<file path="src/rtl/mem_bus_initiator.sv">
// Bus master turning single UM core memory commands (LOAD/STORE/ALLOC/SETPROG/FREE)
// into registered one-cycle beats on the shared memory bus, with a one-cycle response pulse.
package mem_bus_pkg;
  typedef struct packed {
    logic [31:0] addr;
    logic [31:0] offset;
    logic [31:0] data;
    logic [1:0]  mode;
  } mem_in_bus_t;
endpackage

module mem_bus_initiator #(
  parameter logic [31:0] MAX_ALLOC_WORDS = 32'h0100_0000
) (
  input  logic                     clk,
  input  logic                     reset_n,
  input  logic                     req_valid,
  output logic                     req_ready,
  input  logic [2:0]               req_op,
  input  logic [31:0]              req_addr,
  input  logic [31:0]              req_offset,
  input  logic [31:0]              req_data,
  output logic                     resp_valid,
  output logic [31:0]              resp_data,
  output logic                     resp_err,
  output mem_bus_pkg::mem_in_bus_t mem_bus,
  output logic                     mem_bus_en,
  input  logic [31:0]              mem_data_out
);
  import mem_bus_pkg::*;

  typedef enum logic [2:0] {
    IDLE     = 3'd0,
    RD_ISSUE = 3'd1,
    RD_WAIT  = 3'd2,
    WR       = 3'd3,
    AL_ISSUE = 3'd4,
    AL_WAIT  = 3'd5,
    AL_FILL  = 3'd6,
    DONE     = 3'd7
  } state_t;

  localparam logic [2:0] OP_LOAD    = 3'b000;
  localparam logic [2:0] OP_STORE   = 3'b001;
  localparam logic [2:0] OP_ALLOC   = 3'b010;
  localparam logic [2:0] OP_SETPROG = 3'b011;
  localparam logic [2:0] OP_FREE    = 3'b100;

  state_t      state_q, state_d;
  logic [31:0] len_q, len_d;
  logic [31:0] base_q, base_d;
  logic [31:0] cnt_q, cnt_d;
  logic [31:0] resp_data_q, resp_data_d;
  logic        resp_err_q, resp_err_d;
  logic        resp_valid_q, resp_valid_d;
  logic        req_ready_q, req_ready_d;
  mem_in_bus_t mem_bus_q, mem_bus_d;
  logic        mem_bus_en_q, mem_bus_en_d;
  logic [31:0] alloc_n_s;

  // Next-state, response and next-beat computation; beats are computed one cycle ahead so they leave a flop.
  always_comb begin
    state_d      = state_q;
    len_d        = len_q;
    base_d       = base_q;
    cnt_d        = cnt_q;
    resp_data_d  = resp_data_q;
    resp_err_d   = resp_err_q;
    mem_bus_d    = '{addr: 32'd0, offset: 32'd0, data: 32'd0, mode: 2'b00};
    mem_bus_en_d = 1'b0;
    // Zero-length ALLOC still reserves one word so two such allocations never share an id.
    alloc_n_s    = (req_offset == 32'd0) ? 32'd1 : req_offset;

    case (state_q)
      IDLE: begin
        if (req_valid) begin
          resp_data_d = 32'd0;
          resp_err_d  = 1'b0;
          case (req_op)
            OP_LOAD: begin
              state_d      = RD_ISSUE;
              mem_bus_d    = '{addr: req_addr, offset: req_offset, data: 32'd0, mode: 2'b00};
              mem_bus_en_d = 1'b1;
            end
            OP_STORE: begin
              state_d      = WR;
              mem_bus_d    = '{addr: req_addr, offset: req_offset, data: req_data, mode: 2'b01};
              mem_bus_en_d = 1'b1;
            end
            OP_SETPROG: begin
              state_d      = WR;
              mem_bus_d    = '{addr: 32'd0, offset: 32'd0, data: req_data, mode: 2'b11};
              mem_bus_en_d = 1'b1;
            end
            OP_ALLOC: begin
              if (alloc_n_s > MAX_ALLOC_WORDS) begin
                state_d    = DONE;
                resp_err_d = 1'b1;
              end else begin
                state_d      = AL_ISSUE;
                len_d        = alloc_n_s;
                mem_bus_d    = '{addr: 32'd0, offset: alloc_n_s, data: 32'd0, mode: 2'b10};
                mem_bus_en_d = 1'b1;
              end
            end
            OP_FREE: begin
              state_d = DONE;
            end
            default: begin
              state_d    = DONE;
              resp_err_d = 1'b1;
            end
          endcase
        end else begin
          state_d = IDLE;
        end
      end
      RD_ISSUE: state_d = RD_WAIT;
      RD_WAIT: begin
        state_d     = DONE;
        resp_data_d = mem_data_out;
      end
      WR:       state_d = DONE;
      AL_ISSUE: state_d = AL_WAIT;
      AL_WAIT: begin
        state_d      = AL_FILL;
        base_d       = mem_data_out;
        cnt_d        = 32'd0;
        mem_bus_d    = '{addr: mem_data_out, offset: 32'd0, data: 32'd0, mode: 2'b01};
        mem_bus_en_d = 1'b1;
      end
      AL_FILL: begin
        if (cnt_q == len_q - 32'd1) begin
          state_d     = DONE;
          resp_data_d = base_q;
        end else begin
          cnt_d        = cnt_q + 32'd1;
          mem_bus_d    = '{addr: base_q, offset: cnt_q + 32'd1, data: 32'd0, mode: 2'b01};
          mem_bus_en_d = 1'b1;
        end
      end
      DONE:    state_d = IDLE;
      default: state_d = IDLE;
    endcase

    req_ready_d  = (state_d == IDLE);
    resp_valid_d = (state_d == DONE);
  end

  // State, latched request length/base, fill counter and all registered outputs.
  always_ff @(posedge clk or negedge reset_n) begin
    if (!reset_n) begin
      state_q      <= IDLE;
      len_q        <= 32'd0;
      base_q       <= 32'd0;
      cnt_q        <= 32'd0;
      resp_data_q  <= 32'd0;
      resp_err_q   <= 1'b0;
      resp_valid_q <= 1'b0;
      req_ready_q  <= 1'b1;
      mem_bus_q    <= '{addr: 32'd0, offset: 32'd0, data: 32'd0, mode: 2'b00};
      mem_bus_en_q <= 1'b0;
    end else begin
      state_q      <= state_d;
      len_q        <= len_d;
      base_q       <= base_d;
      cnt_q        <= cnt_d;
      resp_data_q  <= resp_data_d;
      resp_err_q   <= resp_err_d;
      resp_valid_q <= resp_valid_d;
      req_ready_q  <= req_ready_d;
      mem_bus_q    <= mem_bus_d;
      mem_bus_en_q <= mem_bus_en_d;
    end
  end

  assign req_ready  = req_ready_q;
  assign resp_valid = resp_valid_q;
  assign resp_data  = resp_data_q;
  assign resp_err   = resp_err_q;
  assign mem_bus    = mem_bus_q;
  assign mem_bus_en = mem_bus_en_q;

endmodule
</file>
<file path="config.mk">
export PLATFORM = sky130hd
export DESIGN_NAME = mem_bus_initiator
export DESIGN_NICKNAME = d
export VERILOG_FILES = /design/src/rtl/mem_bus_initiator.sv
export SDC_FILE = /design/constraint.sdc
export NUM_CORES = 1
export LEC_CHECK = 0
export ABC_AREA = 1
export CORE_MARGIN = 4
export CORE_UTILIZATION = 47
export CTS_BUF_LIST = sky130_fd_sc_hd__clkbuf_2
export CTS_CLUSTER_DIAMETER = 60
export DETAILED_ROUTE_END_ITERATION = 10
export PLACE_DENSITY = 0.78
export SLEW_MARGIN = 20
export SYNTH_ARGS = -nofsm -noshare
export SYNTH_HDL_FRONTEND = slang
export SYNTH_SLANG_ARGS = --single-unit
export TNS_END_PERCENT = 5
</file>
<file path="constraint.sdc">
create_clock -name clk -period 2.1 [get_ports clk]
set_clock_uncertainty 0.05 [all_clocks]
set_input_delay 0.525 -clock clk [delete_from_list [all_inputs] [get_ports clk]]
set_output_delay 0.525 -clock clk [all_outputs]
set_load 0.1 [all_outputs]
</file>
==> impl_results.rst <==
.. list-table::
   :header-rows: 1

   * - Metric
     - Value
   * - Max-slew headroom
     - 67.11%
   * - Biggest area consumer among synthesized cells
     - dfrtp_1
   * - Violations in the final reports
     - negative setup slack
   * - Post-layout min period
     - 2.615 ns
   * - Number of I/O port buffers
     - 267
   * - Final hold violation count
     - 0
   * - Leakage power
     - 9.732 nW
   * - Starting density of the core
     - 47.58%
   * - Number of global-route vias before repair
     - 13.28k
   * - TritonCTS clock tree
     - done
   * - Cts bufs inserted
     - 59
   * - WS Path Type
     - reg -> reg
   * - Number of synthesized register bits
     - 233
   * - Crit path required time
     - 2.81 ns
   * - DR vias
     - 13.43k
   * - Post-synth top flop
     - dfrtp_1
   * - Sequential cell area fraction in the yosys report
     - 48.95%
   * - Final worst-path setup slack
     - -0.5150 ns
   * - Number of pins exceeding their max-slew limit in the final report
     - 0
   * - Sum of net half-perimeters after detailed placement
     - 32.05 mm
   * - Final wirelength
     - 48.71 mm
   * - Share of the synthesized area in the top cell type
     - 48.73%
   * - Total number of nets in the final design
     - 2192
   * - Number of I/O pins
     - 268
   * - Maximum number of pins on one net before global-route repair
     - 66
   * - Fin Setup TNS
     - -51.22 ns
   * - Count leader, synth
     - nand2_1
   * - Sequential power share
     - 29.8%
   * - First-pass GRT wire length
     - 70.42 mm
   * - Clock sink total
     - 233
   * - Gate power share
     - 55.8%
   * - Global-route total usage across every layer
     - 31.37%
   * - Worst ir drop on vdd
     - 1.435 mV
   * - Antenna violations before repair
     - 2
   * - Max-capacitance violation count
     - 0
   * - Post-layout instance count excluding filler cells
     - 2429
   * - Switching pwr
     - 0.01075 W
   * - First DRT Iteration DRCs
     - 1326
   * - RSZ-0062 raised after global routing
     - yes
   * - Clock-pin slew on the worst setup and hold paths
     - 0.11 ns
   * - CTS max path bufs
     - 3
   * - Data arrival time at the worst-slack endpoint
     - 3.33 ns
   * - Kind of start point of the critical path
     - flip-flop
   * - Horizontal die dimension
     - 167.2 um
   * - DR pass1 iterations
     - 6
   * - Die H
     - 167.2 um
   * - Fill cells
     - 1693
   * - Full die area
     - 27960 um^2
   * - Remaining antenna violation count
     - 0
   * - Part of the power in the clock network
     - 14.5%
   * - WL per Instance
     - 20.05 um
   * - Internal power
     - 0.01051 W
   * - Core Area
     - 25040 um^2
   * - Final RePlAce weighted congestion
     - 0.9698
   * - Global route overflow
     - 0
   * - Fin crit share
     - 124.5%
   * - Synthesis Warnings
     - 0
   * - Syn avg cell area
     - 7.681 um^2
   * - Final number of setup-violating endpoints
     - 144
   * - Distinct cells, synth
     - 39
   * - Transition time of the tightest slew-check pin
     - 0.4933 ns
   * - Sort of element at the end of the critical path
     - flip-flop
   * - Result of the run
     - finished with violations
   * - Maximum net fanout on the critical path
     - 16
   * - Total power divided by cell area
     - 1131 nW/um^2
   * - Cell chosen for the clock root
     - clkbuf_2
   * - Ratio of cells with drive above 1 in the final layout
     - 30.52%
   * - Critical Path Start
     - len_q[0]$_DFFE_PN0P_
   * - Synthesized netlist cell count
     - 1551
   * - Worst reg2reg path startpoint
     - len_q[0]$_DFFE_PN0P_
   * - H-tree depth reported by CTS
     - 2
   * - Upper clock frequency limit
     - 382.4 MHz
   * - Area overhead of the layout relative to synthesis
     - 57.73%
   * - Post-synth EDFFs
     - 0
   * - Clock latency of the later-clocked register in the worst-skew pair
     - 0.88 ns
   * - Post-placement cell count
     - 2307
   * - Hold Startpoint
     - req_data[23]
   * - Share of synthesized registers carrying an async set or reset
     - 100.0%
   * - Switching part of the total power
     - 50.57%
   * - Total number of placement rows
     - 58
   * - Kind of path behind the tightest hold check
     - in -> reg
   * - Count of unresolved DRC violations after routing
     - 0
   * - Synth cell count leaders
     - nand2_1 (416), dfrtp_1 (232), inv_1 (207), nand3_1 (174), nor2_1 (165)
   * - Syn Std Cell Area
     - 11910 um^2
   * - Largest cells by area after synthesis
     - dfrtp_1 (49%), nand2_1 (13%), nand3_1 (7.3%)
   * - Mapped Nets
     - 1687
   * - Detailed-route vias per instance
     - 5.528
-- area by class of cell --
class	count	area, um^2	area share [%]
Sequential cell	233	5853	31.15
Timing Repair Buffer	505	5654	30.09
Multi-Input combinational cell	1046	5568	29.63
Inverter	211	792.0	4.215
Clock buffer	89	445.4	2.371
Tap cell	330	412.9	2.198
Clock inverter	13	58.81	0.3130
Antenna cell	2	5.005	0.02664
-- path summary, 6_finish.rpt --
kind                                             end  cells past startpoint  slack [ns]
max                        resp_data[10]$_DFFE_PN0P_                     15       -0.51
min                            mem_bus[25]$_DFF_PN0_                      3         0.1
max reg2reg                resp_data[10]$_DFFE_PN0P_                     15       -0.51
min reg2reg                    len_q[31]$_DFFE_PN0P_                      2        0.45
max in group asynchronous       len_q[3]$_DFFE_PN0P_                      3        1.16
min in group asynchronous      base_q[0]$_DFFE_PN0P_                      2        0.13
-- repair_timing --
item / in CTS / in global routing
pin swaps: 8 / 35
resized for setup: 220 / 181
hold buffers: 1 / 0
gates cloned: 1 / 6
endpoints found under the setup margin: 238 / 282
endpoints found under the hold margin: 214 / 0
setup buffers: 5 / 6
-- logic make-up (layout without fill, tap and decap cells) --
logic type	after synthesis	count (layout)	share of synthesized area, %
xor+xnor	46	46	3.382
buf+inv	272	818	9.306
fa+ha+maj	2	2	0.2100
flops	233	233	48.95
other cells	0	2	0
compound gates	149	149	7.090
simple gates	849	849	31.06
-- flip-flops by register name, indices dropped and copies added, names as in the netlist --
signal	flops
resp_valid	1
mem_bus_en	1
base_q	32
req_ready	1
resp_data	32
len_q	32
mem_bus	98
cnt_q	32
resp_err	1
state_q	3
-- power groups by stage --
stage	logic, W	clock network, W	registers [W]
after floorplan	0.00266	0	0.00999
after global placement	0.00937	0	0.00602
after detailed placement	0.00951	0	0.00603
after CTS	0.0103	0.00306	0.00612
after global routing	0.0122	0.00334	0.00640
final	0.0119	0.00308	0.00633
-- stage by stage --
stage | hold slack (ns) | worst slack [ns] | total power (W) | area [um^2] | util, %
after detailed placement | 0.4144 | -0.6592 | 0.01554 | 16470 | 65.79
after floorplan | 0.1794 | 0.001104 | 0.01264 | 11940 | -
after global placement | 0.4080 | -0.6606 | 0.01539 | 16470 | 65.79
after CTS | 0.02113 | -0.3655 | 0.01949 | 17880 | 71.41
after global routing | 0.04146 | -0.6787 | 0.02198 | 18790 | 75.05
final | 0.09752 | -0.5150 | 0.02126 | 18790 | 75.05
-- per-layer routing --
layer / up-vias / global-route usage, % / share of wire (%)
met5: - / 0 / 0
met4: 0 / 14.01 / 5.9
met3: 209 / 7.247 / 9.2
met2: 849 / 53.10 / 49
met1: 6390 / 38.46 / 36
li1: 5980 / - / -
-- layout by cell type (no fill, tap or decap), drive strengths merged --
cell / n
nand2: 422
xor2: 33
nor3: 19
ha: 2
clkinvlp: 1
nand3b: 4
o211ai: 18
o21a: 1
clkdlybuf4s50: 132
o21ai: 75
or2: 1
dfstp: 1
nand3: 184
buf: 366
nor2: 182
dlygate4sd3: 1
a31oi: 1
a21oi: 18
clkbuf: 95
or4: 1
diode: 2
o22ai: 32
nand4: 25
nor4: 8
dfrtp: 232
nor2b: 1
xnor2: 13
o31ai: 1
and3: 2
inv: 211
o21bai: 3
clkinv: 12
-- critical path: stages, from the launching register on --
cell	delay, ns
dfrtp_1	0.42
inv_2	0.10
buf_6	0.13
nand2_8	0.06
nor2_4	0.19
buf_6	0.14
nand4_1	0.10
a21oi_2	0.22
nand4_1	0.14
nor2_2	0.18
nand3_4	0.16
nand2_8	0.17
nand2_8	0.08
clkbuf_16	0.20
nand2_1	0.10
nand2_1	0.07
No activity file was read; power rests on OpenSTA's default activity.
